--- config.mk ---
export PLATFORM = sky130hd
export DESIGN_NAME = alu_instr_decoder
export DESIGN_NICKNAME = d
export VERILOG_FILES = /design/src/rtl/alu_pkg.sv /design/src/rtl/alu_field_decode.sv /design/src/rtl/alu_instr_decoder.sv
export SDC_FILE = /design/constraint.sdc
export NUM_CORES = 1
export LEC_CHECK = 0
export BUFFER_PORTS_ARGS = -buffer_cell sky130_fd_sc_hd__clkbuf_2
export CAP_MARGIN = 20
export CORE_UTILIZATION = 40
export DETAILED_ROUTE_END_ITERATION = 7
export PLACE_DENSITY_LB_ADDON = 0.2
export SYNTH_ARGS = -nofsm -noshare
export SYNTH_HDL_FRONTEND = slang
export SYNTH_HIERARCHICAL = 1
export SYNTH_SLANG_ARGS = --single-unit
--- constraint.sdc ---
create_clock -name clk -period 1.75 [get_ports clk]
set_clock_uncertainty 0.05 [all_clocks]
set_input_delay 0.2625 -clock clk [delete_from_list [all_inputs] [get_ports clk]]
set_output_delay 0.2625 -clock clk [all_outputs]
set_load 0.1 [all_outputs]
--- src/rtl/alu_pkg.sv ---
// -----------------------------------------------------------------------------
// alu_pkg
// Shared definitions for the ALU instruction decoder:
//   - opcode and condition code values
//   - bit positions of every field in the 32-bit instruction word
//   - alu_bundle_t, the decoded control bundle handed to the ALU stage
//   - is_alu_op(), true for the two-operand ALU group ADD..EOR
// No ports (package).
// -----------------------------------------------------------------------------
package alu_pkg;

    // Opcodes
    localparam logic [3:0] OP_ADD  = 4'b0000;
    localparam logic [3:0] OP_SUB  = 4'b0001;
    localparam logic [3:0] OP_MUL  = 4'b0010;
    localparam logic [3:0] OP_ORR  = 4'b0011;
    localparam logic [3:0] OP_AND  = 4'b0100;
    localparam logic [3:0] OP_EOR  = 4'b0101;
    localparam logic [3:0] OP_MOVI = 4'b0110;
    localparam logic [3:0] OP_MOV  = 4'b0111;
    localparam logic [3:0] OP_CMP  = 4'b1011;
    localparam logic [3:0] OP_LDR  = 4'b1101;
    localparam logic [3:0] OP_STR  = 4'b1110;

    // Highest legal condition code; anything above is illegal
    localparam logic [3:0] COND_MAX = 4'b1000;

    // Field bit positions
    localparam int OPC_LO = 28;
    localparam int CND_LO = 24;
    localparam int S_BIT  = 23;
    localparam int RD_LO  = 18;
    localparam int RN_LO  = 13;
    localparam int RM_LO  = 8;
    localparam int SRC_LO = 5;
    localparam int SRB_LO = 0;
    localparam int IMM_LO = 0;

    typedef struct packed {
        logic [3:0]  opcode;
        logic [3:0]  cond;
        logic        s;
        logic [2:0]  sr_cont;
        logic [4:0]  sr_bit;
        logic [15:0] imm;
        logic [4:0]  rd;
        logic [4:0]  rn;
        logic [4:0]  rm;
        logic        reg_we;
        logic        flags_we;
        logic        mem_rd;
        logic        mem_wr;
    } alu_bundle_t;

    function automatic logic is_alu_op(input logic [3:0] op);
        return (op <= OP_EOR);
    endfunction

endpackage

--- src/rtl/alu_field_decode.sv ---
// -----------------------------------------------------------------------------
// alu_field_decode
// Purely combinational field extraction and legality check for one
// instruction word.
// Ports:
//   i_instr    [31:0] instruction word
//   o_bundle          decoded control bundle (qualifiers zeroed when illegal)
//   o_illegal         unknown opcode or condition code above COND_MAX
//   o_use_rn          instruction reads rn
//   o_use_rm          instruction reads rm
//   o_use_rd          instruction reads rd (store data for STR)
// -----------------------------------------------------------------------------
module alu_field_decode
    import alu_pkg::*;
(
    input  logic [31:0] i_instr,
    output alu_bundle_t o_bundle,
    output logic        o_illegal,
    output logic        o_use_rn,
    output logic        o_use_rm,
    output logic        o_use_rd
);

    logic [3:0] w_op;
    logic       w_legal_op;
    logic       w_legal_cond;

    assign w_op = i_instr[OPC_LO +: 4];

    always_comb begin
        o_bundle     = '0;
        w_legal_op   = 1'b0;
        o_use_rn     = 1'b0;
        o_use_rm     = 1'b0;
        o_use_rd     = 1'b0;

        // Raw fields are always passed through, even for illegal words
        o_bundle.opcode  = w_op;
        o_bundle.cond    = i_instr[CND_LO +: 4];
        o_bundle.s       = i_instr[S_BIT];
        o_bundle.rd      = i_instr[RD_LO +: 5];
        o_bundle.rn      = i_instr[RN_LO +: 5];
        o_bundle.rm      = i_instr[RM_LO +: 5];
        o_bundle.sr_cont = i_instr[SRC_LO +: 3];
        o_bundle.sr_bit  = i_instr[SRB_LO +: 5];
        o_bundle.imm     = i_instr[IMM_LO +: 16];

        if (is_alu_op(w_op)) begin
            w_legal_op        = 1'b1;
            o_bundle.reg_we   = 1'b1;
            o_bundle.flags_we = i_instr[S_BIT];
            o_use_rn          = 1'b1;
            o_use_rm          = 1'b1;
        end else begin
            case (w_op)
                OP_MOVI: begin
                    w_legal_op      = 1'b1;
                    o_bundle.reg_we = 1'b1;
                end
                OP_MOV: begin
                    w_legal_op      = 1'b1;
                    o_bundle.reg_we = 1'b1;
                    o_use_rn        = 1'b1;
                end
                OP_CMP: begin
                    w_legal_op        = 1'b1;
                    o_bundle.flags_we = 1'b1;
                    o_use_rn          = 1'b1;
                    o_use_rm          = 1'b1;
                end
                OP_LDR: begin
                    w_legal_op      = 1'b1;
                    o_bundle.reg_we = 1'b1;
                    o_bundle.mem_rd = 1'b1;
                    o_use_rn        = 1'b1;
                end
                OP_STR: begin
                    w_legal_op      = 1'b1;
                    o_bundle.mem_wr = 1'b1;
                    o_use_rn        = 1'b1;
                    o_use_rd        = 1'b1;
                end
                default: begin
                    // Unknown opcode: rn is still nominally a source, but an
                    // illegal word never takes part in hazard checks anyway.
                    o_use_rn = 1'b1;
                end
            endcase
        end

        w_legal_cond = (o_bundle.cond <= COND_MAX);
        o_illegal    = !(w_legal_op && w_legal_cond);

        // An illegal bundle must not write anything downstream
        if (o_illegal) begin
            o_bundle.reg_we   = 1'b0;
            o_bundle.flags_we = 1'b0;
            o_bundle.mem_rd   = 1'b0;
            o_bundle.mem_wr   = 1'b0;
        end
    end

endmodule

--- src/rtl/alu_instr_decoder.sv ---
// -----------------------------------------------------------------------------
// alu_instr_decoder
// Registered decode stage between instruction fetch and register-read/ALU.
// One-entry pipeline register with valid/ready on both sides.
//
// Handshake: a transfer happens on a rising clk edge when valid and ready are
// both 1. in_ready = (!out_valid || out_ready) && !stall, so a held output
// stalls fetch, and a simultaneous drain + accept keeps full throughput.
//
// Optional feature (macro ALU_DEC_HAZARD_EN): load-use interlock. Accepting an
// LDR arms a countdown of LOAD_LAT cycles (legal 1..15) on its rd; while the
// countdown is nonzero, any legal instruction reading that register stalls.
// Without the macro, stall is tied low and no hazard state exists.
//
// Ports:
//   clk, rst                  clock, asynchronous active-high reset
//   in_valid, in_ready, instr instruction handshake and word
//   out_valid, out_ready      decoded-bundle handshake
//   opcode, cond, s, sr_cont, sr_bit, imm   ALU control fields
//   rd, rn, rm                register indices
//   reg_we, flags_we, mem_rd, mem_wr, illegal  decode qualifiers
//   err_sticky                set by any accepted illegal word, cleared by rst
// -----------------------------------------------------------------------------
module alu_instr_decoder
    import alu_pkg::*;
#(
    parameter int unsigned LOAD_LAT = 2
)(
    input  logic        clk,
    input  logic        rst,
    input  logic        in_valid,
    output logic        in_ready,
    input  logic [31:0] instr,
    output logic        out_valid,
    input  logic        out_ready,
    output logic [3:0]  opcode,
    output logic [3:0]  cond,
    output logic        s,
    output logic [2:0]  sr_cont,
    output logic [4:0]  sr_bit,
    output logic [15:0] imm,
    output logic [4:0]  rd,
    output logic [4:0]  rn,
    output logic [4:0]  rm,
    output logic        reg_we,
    output logic        flags_we,
    output logic        mem_rd,
    output logic        mem_wr,
    output logic        illegal,
    output logic        err_sticky
);

    alu_bundle_t w_bundle;
    logic        w_illegal;
    logic        w_use_rn;
    logic        w_use_rm;
    logic        w_use_rd;
    logic        w_stall;
    logic        w_accept;

    alu_bundle_t r_bundle;
    logic        r_illegal;
    logic        r_out_valid;
    logic        r_err_sticky;

    alu_field_decode u_field_decode (
        .i_instr   (instr),
        .o_bundle  (w_bundle),
        .o_illegal (w_illegal),
        .o_use_rn  (w_use_rn),
        .o_use_rm  (w_use_rm),
        .o_use_rd  (w_use_rd)
    );

`ifdef ALU_DEC_HAZARD_EN
    logic [3:0] r_ld_cnt;
    logic [4:0] r_ld_rd;
    logic       w_src_hit;

    always_comb begin
        w_src_hit = (w_use_rn && (w_bundle.rn == r_ld_rd)) ||
                    (w_use_rm && (w_bundle.rm == r_ld_rd)) ||
                    (w_use_rd && (w_bundle.rd == r_ld_rd));
    end

    assign w_stall = (r_ld_cnt != 4'd0) && w_src_hit && !w_illegal;

    // mem_rd is already zero for an illegal LDR, so only legal loads arm it
    always_ff @(posedge clk or posedge rst) begin
        if (rst) begin
            r_ld_cnt <= 4'd0;
            r_ld_rd  <= 5'd0;
        end else if (w_accept && w_bundle.mem_rd) begin
            r_ld_cnt <= 4'(LOAD_LAT);
            r_ld_rd  <= w_bundle.rd;
        end else if (r_ld_cnt != 4'd0) begin
            r_ld_cnt <= r_ld_cnt - 4'd1;
        end
    end
`else
    logic w_unused_hazard;
    assign w_unused_hazard = ^{w_use_rn, w_use_rm, w_use_rd, 32'(LOAD_LAT)};
    assign w_stall = 1'b0;
`endif

    assign in_ready = (!r_out_valid || out_ready) && !w_stall;
    assign w_accept = in_valid && in_ready;

    always_ff @(posedge clk or posedge rst) begin
        if (rst) begin
            r_out_valid <= 1'b0;
            r_bundle    <= '0;
            r_illegal   <= 1'b0;
        end else if (w_accept) begin
            r_out_valid <= 1'b1;
            r_bundle    <= w_bundle;
            r_illegal   <= w_illegal;
        end else if (out_ready) begin
            r_out_valid <= 1'b0;
        end
    end

    always_ff @(posedge clk or posedge rst) begin
        if (rst) begin
            r_err_sticky <= 1'b0;
        end else if (w_accept && w_illegal) begin
            r_err_sticky <= 1'b1;
        end
    end

    assign out_valid  = r_out_valid;
    assign opcode     = r_bundle.opcode;
    assign cond       = r_bundle.cond;
    assign s          = r_bundle.s;
    assign sr_cont    = r_bundle.sr_cont;
    assign sr_bit     = r_bundle.sr_bit;
    assign imm        = r_bundle.imm;
    assign rd         = r_bundle.rd;
    assign rn         = r_bundle.rn;
    assign rm         = r_bundle.rm;
    assign reg_we     = r_bundle.reg_we;
    assign flags_we   = r_bundle.flags_we;
    assign mem_rd     = r_bundle.mem_rd;
    assign mem_wr     = r_bundle.mem_wr;
    assign illegal    = r_illegal;
    assign err_sticky = r_err_sticky;

endmodule

==> flow_summary.yaml <==
status:
  outcome: "finished with violations"
  violations: "design-rule violations"
sta:
  worst_pin_slew_ps: 556
  report.final.hold_viol_count: 0
  slew_violations: 0
  rsz0062_at_grt: "false"
  timing.fmax_ghz: 0.610
  setup_viol: 0
  holdWs_ps: 128
  min_period_over_period_pct: 93.7
  max-slew-margin-rel_pct: 63.1
  fin_crit_ps: 1640
layout:
  fill_cells: 606
  final_layout_size_suffix_gt1_share_pct: 70.1
  area_growth_pct: 12.8
  layout.cells.non_filler: 311
  fin_nets: 269
  final_area_um2: 3070
  antenna_cells: 0
cts:
  clk_pin_slew_ps: 100
  post_cts_buffers: 0
  clk_latency_ps: 300
  cts.repair.resized: 0
  h-tree-depth: 2
  cts_tree: "built"
  clock_path_buffers: 2
  cts_root_buffer: "clkbuf_8"
  clock-sinks: 55
  cts_buffers: 5
  cts_hold_buffers: 1
route:
  drc: 7
  first_pass_iters: 6
  routed_wirelength_um: 4570
  drt_iter0_markers: 56
  dr_total_vias: 1459
  avgViaCountPerCell: 4.69
  wl_per_cell_um: 14.7
  final_antenna_net_count: 0
critical_path:
  critPathCaptureType: "output port"
  worst_setup_path_start_kind: "flip-flop"
  crit_arrival_ps: 1330
  worstPathRequired_ps: 1440
  cp_max_fo: 4
  worst-setup-path-type: "reg -> out"
synthesis:
  syn_inst: 182
  syn_nets: 218
  synth_warnings: 6
  avgSynthCellArea_um2: 15.0
  syn_area_um2: 2730
placement:
  dpl.cell_count: 302
  placed_cell_area_um2: 2950
  gp_congestion: 0.750
  dp_hpwl_um: 3330
  portBuffers: 91
grt:
  grt_pass1_wl_um: 7490
  grt-ovfl-total: 0
  grt_usage_pct: 13.6
  grt_antenna_before_repair: 0
  first_global_vias: 1495
  grt_start_max_net_pins: 33
floorplanning:
  core_um2: 6460
  die_x_um: 84.5
  dieArea_um2: 7150
  start_util_pct: 42.2
  row_count: 29
  die_y_um: 84.5
  ios: 92
power:
  p_per_area_nw_per_um2: 1440
  leakagePower_uw: 0.00164
  ir_drop_mv: 0.756
min_path:
  hold_path.class: "in -> reg"
job:
  cap_violations: 0
[power by group]
part           leakage [µW]  switching (µW)  total (µW)  internal [µW]
logic              0.000930            1570        2000            423
registers          0.000645             103        1550           1450
clock network     0.0000612             405         869            464
total               0.00164            2080        4410           2330
[layout make-up]
cell class / count / area, µm² / area share (%)
clock buffer: 6 / 82.6 / 2.69
clock inverter: 2 / 35.0 / 1.14
inverter: 2 / 7.51 / 0.244
multi-input combinational: 72 / 933 / 30.4
sequential: 55 / 1380 / 44.8
tap: 77 / 96.3 / 3.14
timing repair buffer: 97 / 541 / 17.6
[cells in the final DEF (no fill, tap or decap)]
cell type and n:
nand2b_1 1, a311o_1 1, mux2_2 3, and2b_1 1, nor2b_1 1, a31o_2 1
nor3_1 1, nand2b_4 1, dlygate4sd3_1 1, buf_4 2, clkbuf_8 6, and2b_2 1
clkbuf_2 91, nor3b_1 1, inv_2 1, clkinv_2 1, mux2_4 50, bufinv_16 1
o31a_1 1, inv_1 1, a21oi_1 2, nor3b_2 1, nand2_8 1, nand2_1 3
nand3b_1 1, nand3_1 1, buf_12 3, dfrtp_2 1, dfrtp_1 54
[sequential cells by signal, indices dropped and copies added, names as in the netlist]
register and cells:
cond 4, err_sticky 1, flags_we 1, illegal 1, imm 16, mem_rd 1, mem_wr 1, opcode 4
out_valid 1, rd 5, reg_we 1, rm 5, rn 5, s 1, sr_bit 5, sr_cont 3
[metrics by stage]
| step | setup TNS (ps) | total power, µW | setup WS (ps) | util, % |
|---|---|---|---|---|
| after floorplan | -4650 | 3340 | -92.6 | - |
| after global placement | 0 | 3570 | 308 | 45.6 |
| after detailed placement | 0 | 3580 | 291 | 45.6 |
| after CTS | 0 | 4460 | 88.4 | 47.6 |
| after global routing | 0 | 4590 | 62.8 | 47.6 |
| final | 0 | 4410 | 111 | 47.6 |
[worst max-delay path, stage by stage (launching register included)]
cell and delay (ps):
dfrtp_2 440, nand2b_4 120, clkbuf_2 470
[worst paths after layout]
check,from,to,slack (ps),depth (start not counted)
worst max register to register,out_valid$_DFFE_PP0P_,sr_bit[4]$_DFFE_PP0P_,390,4
worst min register to register,err_sticky$_DFFE_PP0P_,err_sticky$_DFFE_PP0P_,440,1
max in group asynchronous,rst,imm[4]$_DFFE_PP0P_,830,4
worst min-delay path,instr[20],rd[2]$_DFFE_PP0P_,130,2
min in group asynchronous,rst,rd[3]$_DFFE_PP0P_,470,4
worst max-delay path,out_valid$_DFFE_PP0P_,in_ready,110,2
[routing by layer]
layer	global-route usage, %	part of all wire [%]
met4	6.01	1.7
met2	19.9	44
met3	3.93	7.2
met1	18.7	47
met5	0	0
Power figures use the tool's default switching activity.
